`src/rtl/mux_scan.sv`:
```
// rtl/mux_scan.sv - registered N-channel mux with optional auto-scan sequencer
// Scan mode (SCAN state, scan/dwell counters, wrap pulse) is built only when SCAN_MODE_EN is defined.
module mux_scan #(
  parameter  int N_CH  = 8,
  parameter  int DW    = 1,
  parameter  int DWELL = 4,
  localparam int SW    = $clog2(N_CH)
) (
  input  logic               clk,
  input  logic               rst_n,
  input  logic               en,
  input  logic               mode,
  input  logic [SW-1:0]      sel,
  input  logic [N_CH*DW-1:0] din,
  output logic [DW-1:0]      dout,
  output logic               dout_vld,
  output logic [SW-1:0]      cur_sel,
  output logic               wrap
);

  localparam logic [SW:0] N_CH_W = (SW+1)'(N_CH);

`ifdef SCAN_MODE_EN
  typedef enum logic [1:0] {IDLE = 2'd0, MANUAL = 2'd1, SCAN = 2'd2} state_t;
`else
  typedef enum logic [1:0] {IDLE = 2'd0, MANUAL = 2'd1} state_t;
`endif

  state_t state, state_nx;

  logic [DW-1:0] ch_data [N_CH];
  logic [DW-1:0] dout_nx;
  logic          vld_nx;
  logic [SW-1:0] cur_nx;
  logic          sel_ok;

  for (genvar k = 0; k < N_CH; k++) begin : g_ch
    assign ch_data[k] = din[k*DW +: DW];
  end

  // Only reachable when N_CH is not a power of two.
  assign sel_ok = ({1'b0, sel} < N_CH_W);

  always_ff @(posedge clk or negedge rst_n) begin
    if (!rst_n) state <= IDLE;
    else        state <= state_nx;
  end

  always_comb begin
    state_nx = IDLE;
    if (en) begin
`ifdef SCAN_MODE_EN
      state_nx = mode ? SCAN : MANUAL;
`else
      state_nx = MANUAL;
`endif
    end
  end

`ifdef SCAN_MODE_EN
  localparam int            DCW     = (DWELL > 1) ? $clog2(DWELL) : 1;
  localparam logic [DCW-1:0] LAST_DW = DCW'(DWELL - 1);
  localparam logic [SW-1:0]  LAST_CH = SW'(N_CH - 1);

  logic [SW-1:0]  scan_ch, scan_ch_nx;
  logic [DCW-1:0] dwell_cnt, dwell_nx;
  logic           wrap_q, wrap_nx;

  // Any cycle not continuing a scan leaves the position at channel 0, so re-entry starts fresh.
  always_comb begin
    scan_ch_nx = '0;
    dwell_nx   = '0;
    wrap_nx    = 1'b0;
    if (state_nx == SCAN && state == SCAN) begin
      if (dwell_cnt == LAST_DW) begin
        scan_ch_nx = (scan_ch == LAST_CH) ? '0 : scan_ch + 1'b1;
        wrap_nx    = (scan_ch == LAST_CH);
      end else begin
        scan_ch_nx = scan_ch;
        dwell_nx   = dwell_cnt + 1'b1;
      end
    end
  end

  always_ff @(posedge clk or negedge rst_n) begin
    if (!rst_n) begin
      scan_ch   <= '0;
      dwell_cnt <= '0;
      wrap_q    <= 1'b0;
    end else begin
      scan_ch   <= scan_ch_nx;
      dwell_cnt <= dwell_nx;
      wrap_q    <= wrap_nx;
    end
  end

  assign wrap = wrap_q;
`else
  logic unused_cfg;
  assign unused_cfg = ^{mode, DWELL[0]};
  assign wrap       = 1'b0;
`endif

  always_comb begin
    dout_nx = '0;
    vld_nx  = 1'b0;
    cur_nx  = cur_sel;
    case (state_nx)
      MANUAL: begin
        cur_nx = sel;
        if (sel_ok) begin
          dout_nx = ch_data[sel];
          vld_nx  = 1'b1;
        end
      end
`ifdef SCAN_MODE_EN
      SCAN: begin
        cur_nx  = scan_ch_nx;
        dout_nx = ch_data[scan_ch_nx];
        vld_nx  = 1'b1;
      end
`endif
      default: ;
    endcase
  end

  always_ff @(posedge clk or negedge rst_n) begin
    if (!rst_n) begin
      dout     <= '0;
      dout_vld <= 1'b0;
      cur_sel  <= '0;
    end else begin
      dout     <= dout_nx;
      dout_vld <= vld_nx;
      cur_sel  <= cur_nx;
    end
  end

endmodule

```
`config.mk`:
```
export PLATFORM = sky130hd
export DESIGN_NAME = mux_scan
export DESIGN_NICKNAME = d
export VERILOG_FILES = /design/src/rtl/mux_scan.sv
export SDC_FILE = /design/constraint.sdc
export NUM_CORES = 1
export LEC_CHECK = 0
export ABC_AREA = 1
export ABC_CLOCK_PERIOD_IN_PS = 800
export CORE_AREA = 2 2 39 41
export DETAILED_ROUTE_END_ITERATION = 12
export DIE_AREA = 0 0 41 43
export PLACE_DENSITY = 0.64
export SLEW_MARGIN = 0
export SYNTH_ARGS = -nofsm -noshare
export SYNTH_HDL_FRONTEND = slang
export SYNTH_SLANG_ARGS = --single-unit
```
`constraint.sdc`:
```
create_clock -name clk -period 0.8 [get_ports clk]
set_input_delay 0.12 -clock clk [delete_from_list [all_inputs] [get_ports clk]]
set_output_delay 0.12 -clock clk [all_outputs]
set_load 0.1 [all_outputs]
```
### After elaboration in Yosys (flattened, before gate mapping)

Cells that the tools add are included.

* bits in registers: 5
* output and inout port bits: 6

* order comparisons: 1
* equal/unequal tests: 1
* mux-type cells: 6
* bitwise logic cells: 1

Operators with widths (count)
* 1-bit 2-to-1 mux: 5
* 4-bit greater-or-equal comparator, second input constant: 1
* 3-bit NOT with 4-bit output: 1
* 1-bit binary-select mux with 3-bit select: 1
* 1-bit equality test, second input constant: 1

### Logic depth before layout (Yosys ltp)

Gate-level depths: netlist (run 1).

* word-level depth: 5
* depth in mapped cells: 6
* mapped depth without buffers: 6

### Worst setup path after synthesis (run 1)

No wires, ideal clock.

* path kind: reg2reg
* from: register, netlist name cur_sel[0]
* to: register cur_sel[0]
* setup time: 0.083 ns
* arrival: 1.078 ns
* data required time: 0.717 ns
* path slack: -0.360 ns
* stages on the path, launching flop included: 3
* buffers on the path: 0
* path through: dfrtp_1 nand2_1 o21ai_0

RTL lines
* to (signal assigned): line 135 `cur_sel <= cur_nx;`
* to (decl): line 17 `output logic [SW-1:0] cur_sel,`

### Worst setup path in the final report (run 1)

* from: register cur_sel[2]
* to: output cur_sel[2]

No word-level cell between the ends.

==> metrics, run 1 <==
result of the run=finished with violations; failing checks=setup timing; post-cts repair resize count=3; leakage power summed over all cells=around 0.00028 uW; horizontal die dimension=between 40 and 50 um; total grt overflow=0; CP max FO=2; register area share after synthesis=47.2%; y dimension of the die=43 um; worst-path cell chain=buf_12; fraction of layout cells with a size suffix above 1=26.2%; combined flip-flop and latch cell area=136 sq um; crit share post-route=127%; cell family with the largest share of critical-path delay=flip-flops; clock period minus worst slack=1010 ps; post-synthesis area per instance=6.80 sq um; largest net degree at the start of global routing=7; Initial Utilization=19.2%; count of buffers from port buffering=18; Row Count=14; number of buffers added by the clock tree synthesis step=3; average detailed-routed wire length per instance=between 7 and 8 um; clk_lat worst skew=240 ps; first-pass GRT wire length=between 1 and 1.5 mm; minimum setup slack in the final design=-214 ps; worst path bufs/invs=1; area of the multi-input gates=103 sq um; Total Routing Usage GR=8.58%; gpl congestion=0.740; max-slew violation total from the final report=0; count of yosys warnings during synthesis=0; simple-gate share of the synthesized area=33.5%; total of flip-flops plus latches after synthesis=5; antenna violations before repair=0; pre-CTS WS=-325 ps; required time of the worst setup path=680 ps; via count of the first global-routing pass=273; main combinational cell family by area after synthesis=simple AND/OR/NAND/NOR gates; Avg Vias per Cell=3.99; Max Clock Skew=0 ps; Setup Viol. Count Final=5; number of distinct standard cells referenced by the synthesized netlist=9; Post-CTS Setup Bufs=0; area of the mapped netlist=roughly 270 sq um; achievable clock frequency=0.986 GHz; core area=~0.0014 sq mm; DR DRC count=0; CTS hold repair buffers=0; drt first-iter violations=2; leading area contributor after synthesis=sky130_fd_sc_hd__dfrtp_1; count of endpoints failing hold in the final timing report=0; multiplexer share of the synthesized area=0%; NumNets Final=77; startpoint of the worst hold path=en; CTS root buf=sky130_fd_sc_hd__clkbuf_4; H-tree levels=1; Num Clock Sinks=5; CTS clk-pin slew, worst paths=40 ps; slowest stage cell, crit path=sky130_fd_sc_hd__dfrtp_4; crit end category=output pin; I/O pin count=21; PwrDens=around 1800 mW/mm^2; number of detailed-route iterations in the first pass=4; total wirelength of the detailed-routed design=approximately 580 um; r2r startpoint=cur_sel[1]; Final Core Density=between 30% and 40%; vias=307; hold crit path type=in2reg; number of antenna repair diodes=0; area fraction of the dominant cell type after synthesis=47.2%; post-synthesis share of cell area spent on full adders, half adders and majority gates=0%; number of instances in the placed design=73; # fillers=140; largest cells by area after synthesis=sky130_fd_sc_hd__dfrtp_1, sky130_fd_sc_hd__nand2_1, sky130_fd_sc_hd__inv_1; smallest hold slack=76.8 ps; area grow syn2layout=108%; post-route antenna net violation count=0; worst voltage drop across the vdd grid=0.000474 V; data arrival at the endpoint of the critical path=890 ps; parity-gate share of the synthesized area counting xor and xnor cells=0%; post-route non-filler standard cell count=77; clock tree buffer depth=2; worst setup path class=reg2out; synthesized instance count=39; kind of start point of the critical path=register; total die area=~0.0018 sq mm; compound-cell area share of the yosys netlist=3.77%; TritonCTS clock tree=built; setup repair after global routing missed its margin=true; critical path startpoint=cur_sel[2]; largest stage delay on the critical path=480 ps; Synth Net Count=54; max-cap viol count=0
==> layout make-up <==
class / count / share of cell area [%]
Timing Repair Buffer: 19 / 43.0
Inverter: 8 / 5.43
Clock buffer: 4 / 4.75
Tap cell: 16 / 3.62
Multi-Input combinational cell: 25 / 18.6
Sequential cell: 5 / 24.7
==> final timing paths <==
kind / endpoint / slack, ps / cells past startpoint
min reg2reg: cur_sel[0] / 550 / 2
max reg2reg: cur_sel[1] / 90 / 2
max in group asynchronous: cur_sel[1] / 490 / 1
min: dout_vld / 80 / 1
max: cur_sel[2] / -210 / 1
min in group asynchronous: cur_sel[2] / 100 / 1
==> placed cells by master (no fill, tap or decap), drive strengths merged <==
cell type / instances
nand2: 16
clkdlybuf4s50: 10
inv: 8
buf: 6
nand3: 5
dfrtp: 5
clkbuf: 4
dlygate4sd2: 2
o21ai: 2
nor2: 1
conb: 1
dlymetal6s2s: 1
==> synthesized netlist by cell type <==
master and count:
sky130_fd_sc_hd__nand2_1 16, sky130_fd_sc_hd__inv_1 7, sky130_fd_sc_hd__dfrtp_1 5, sky130_fd_sc_hd__nand3_1 5
sky130_fd_sc_hd__o21ai_0 2, sky130_fd_sc_hd__buf_4 1, sky130_fd_sc_hd__conb_1 1, sky130_fd_sc_hd__inv_2 1
sky130_fd_sc_hd__nor2_1 1
==> metrics by stage <==
stage          cell area (sq um)  power, uW  setup TNS, ps
2_1_floorplan                277        517           -222
3_3_place_gp                 527        695           -878
3_5_place_dp                 527        697           -907
4_1_cts                      551        982           -841
5_1_grt                      553       1030           -943
6_report                     553        977           -828
==> cell families after synthesis <==
group | count (synthesis)
and+or+nand+nor | 22
buffers and inverters | 9
DFF | 5
AOI/OAI and AO/OA | 2
other | 1
==> registers in the layout (all words and copies together) (netlist names) <==
register,count
dout_vld,1
cur_sel,3
dout,1
==> layer usage <==
layer,vias to the layer above,wire (um),global-route usage (%),part of all wire (%)
met5,-,0,0,0
met4,0,15,6.00,2.6
met3,2,54,2.09,9.4
met2,22,285,12.8,49
met1,125,221,10.1,38
li1,158,-,-,-
==> power breakdown <==
| part | switching (uW) | total (uW) | internal [uW] |
|---|---|---|---|
| Combinational | 232 | 386 | 153 |
| Clock | 101 | 289 | 188 |
| Sequential | 19.9 | 302 | 283 |
(Power assumes the default switching activity.)
==> run 2, diff against run 1 <==
--- a/config.mk
+++ b/config.mk
@@ -8,6 +8,7 @@
 export ABC_AREA = 1
 export ABC_CLOCK_PERIOD_IN_PS = 800
 export CORE_AREA = 2 2 39 41
+export CTS_CLUSTER_SIZE = 10
 export DETAILED_ROUTE_END_ITERATION = 12
 export DIE_AREA = 0 0 41 43
 export PLACE_DENSITY = 0.64
==> results of run 2 <==
The final DEF is identical to that of run 1; final timing and power are the same.
==> run 3, diff against run 2 <==
--- a/config.mk
+++ b/config.mk
@@ -6,12 +6,12 @@
 export NUM_CORES = 1
 export LEC_CHECK = 0
 export ABC_AREA = 1
-export ABC_CLOCK_PERIOD_IN_PS = 800
+export ABC_CLOCK_PERIOD_IN_PS = 900
 export CORE_AREA = 2 2 39 41
 export CTS_CLUSTER_SIZE = 10
 export DETAILED_ROUTE_END_ITERATION = 12
 export DIE_AREA = 0 0 41 43
-export PLACE_DENSITY = 0.64
+export PLACE_DENSITY = 0.66
 export SLEW_MARGIN = 0
 export SYNTH_ARGS = -nofsm -noshare
 export SYNTH_HDL_FRONTEND = slang
==> constraint.sdc (replaced) <==
create_clock -name clk -period 0.9 [get_ports clk]
set_input_delay 0.135 -clock clk [delete_from_list [all_inputs] [get_ports clk]]
set_output_delay 0.135 -clock clk [all_outputs]
set_load 0.1 [all_outputs]
==> metrics, run 3 (synthesized netlist as in run 1, its figures left out) <==
critical path startpoint=cur_sel[1] (was cur_sel[2]); worst setup path class=reg2out (unchanged); Num Clock Sinks=5 (unchanged); commonest cells after routing, fill and taps aside=sky130_fd_sc_hd__nand2_1, sky130_fd_sc_hd__clkdlybuf4s50_1, sky130_fd_sc_hd__inv_1 (unchanged); CP max FO=2 (unchanged); kind of start point of the critical path=register (unchanged); minimum setup slack in the final design=-138 ps (was -214 ps); max-cap viol count=0 (unchanged); number of antenna repair diodes=0 (unchanged); crit share post-route=115%; r2r startpoint=cur_sel[1] (unchanged); Avg Vias per Cell=3.80 (was 3.99); register bank with the most flops=cur_sel (unchanged); worst-path cell chain=buf_12 (unchanged); fraction of layout cells with a size suffix above 1=23.3% (was 26.2%); slowest stage cell, crit path=sky130_fd_sc_hd__dfrtp_4 (unchanged); antenna violations before repair=0 (unchanged); horizontal die dimension=41 um (unchanged); result of the run=finished with violations (unchanged); path depth of the worst reg2reg path=2 (unchanged); total wirelength of the detailed-routed design=622 um (was 577 um); RR Endpoint=cur_sel[1] (unchanged); vias=289 (was 307); clock tree buffer depth=2 (unchanged); worst reg2reg setup slack=150 ps (was 90 ps); Total Routing Usage GR=9.78% (was 8.58%); core area=0.00138 sq mm (unchanged); critical path depth=1 (unchanged); registers with the most flip-flops=cur_sel x3, dout x1, dout_vld x1 (unchanged); crit end category=output pin (unchanged); CTS root buf=sky130_fd_sc_hd__clkbuf_4 (unchanged); post-route non-filler standard cell count=76 (was 77); largest stage delay on the critical path=480 ps (about the same); H-tree levels=1 (unchanged); gpl congestion=0.663 (was 0.740); worst path bufs/invs=1 (unchanged); achievable clock frequency=between 0.9 and 1 GHz; total die area=0.00176 sq mm (unchanged); CTS hold repair buffers=0 (unchanged); area after detailed placement=517 sq um (was 527 sq um); leakage power summed over all cells=0.000278 uW (was 0.000285 uW); drt first-iter violations=4 (was 2); I/O pin count=21 (unchanged); total grt overflow=0 (unchanged); TritonCTS clock tree=built (unchanged); required time of the worst setup path=760 ps (was 680 ps); cell family with the largest share of critical-path delay=flip-flops (unchanged); count of buffers from port buffering=18 (unchanged); DR DRC count=0 (unchanged); most common cell after layout, fill and taps aside=sky130_fd_sc_hd__nand2_1 (unchanged); count of endpoints failing hold in the final timing report=0 (unchanged); Design Area, Final=546 sq um (was 553 sq um); Max Clock Skew=0 ps (unchanged); hold crit path type=in2async (was in2reg); area grow syn2layout=106% (was 108%); max-slew violation total from the final report=0 (unchanged); Setup Viol. Count Final=5 (unchanged); pre-CTS WS=-248 ps (was -325 ps); largest net degree at the start of global routing=7 (unchanged); data arrival at the endpoint of the critical path=900 ps (was 890 ps); number of instances in the placed design=72 (was 73); first-pass GRT wire length=986 um (was 1.04 mm); number of buffers added by the clock tree synthesis step=3 (unchanged); average detailed-routed wire length per instance=8.18 um (was 7.49 um); y dimension of the die=43 um (unchanged); clk_lat worst skew=240 ps (about the same); PwrDens=1590 mW/mm^2 (was 1770 mW/mm^2); via count of the first global-routing pass=263 (was 273); Total Neg Setup Slack=-368 ps (was -828 ps); number of detailed-route iterations in the first pass=4 (unchanged); clock period minus worst slack=1040 ps; Initial Utilization=19.2% (unchanged); number of flip-flops in the largest register=3 (unchanged); NumNets Final=76 (was 77); post-route antenna net violation count=0 (unchanged); worst voltage drop across the vdd grid=0.000501 V (was 0.000474 V); Post-CTS Setup Bufs=0 (unchanged); setup repair after global routing missed its margin=true (unchanged); failing checks=setup timing (unchanged); timing endpoint of the critical path=cur_sel[1] (was cur_sel[2]); Row Count=14 (unchanged); CTS clk-pin slew, worst paths=40 ps (about the same)
## run 3: changes by cell type in the layout (fill, tap and decap cells not counted), sizes merged
cell and change:
dlygate4sd2 -2, buf -1, clkdlybuf4s50 +2
## run 3: report_power, final
group / total, uW / switching, uW / internal, uW
Clock: 260 / 92.1 / 168
Sequential: 268 / 18.5 / 249
Combinational: 341 / 204 / 136
## run 3: routing by layer
layer	global-route usage, %	up-vias	routed length [um]
li1	-	155	-
met1	8.14	112	225
met2	13.1	18	310
met3	4.71	4	49
met4	14.0	0	38
met5	0	-	0
## run 3: timing repair
action                                 in CTS  in global routing
setup endpoints to repair                   5                  6
endpoints found under the hold margin       0                  0
resized for setup                           0                  1
## run 3: cell type report
class	instances	area (sq um)
multi-input combinational	25	103
clock buffer	4	26.3
sequential	5	134
timing repair buffer	18	233
inverter	8	30.0
fill	154	838
tap	16	20.0
## run 3: worst min path at each step
stage / slack (ps) / to
floorplan: -160 / cur_sel[0]
global placement: 360 / cur_sel[1]
detailed placement: 370 / cur_sel[1]
CTS: 110 / cur_sel[0]
global route: 110 / cur_sel[1]
finish: 110 / cur_sel[1]
## run 3: stage by stage
stage	util [%]	hold WS, ps	power, uW
floorplan	-	-161	456
global placement	37.3	365	611
finish	39.4	110	868
detailed placement	37.3	370	614
global route	39.4	108	931
CTS	39.2	113	881
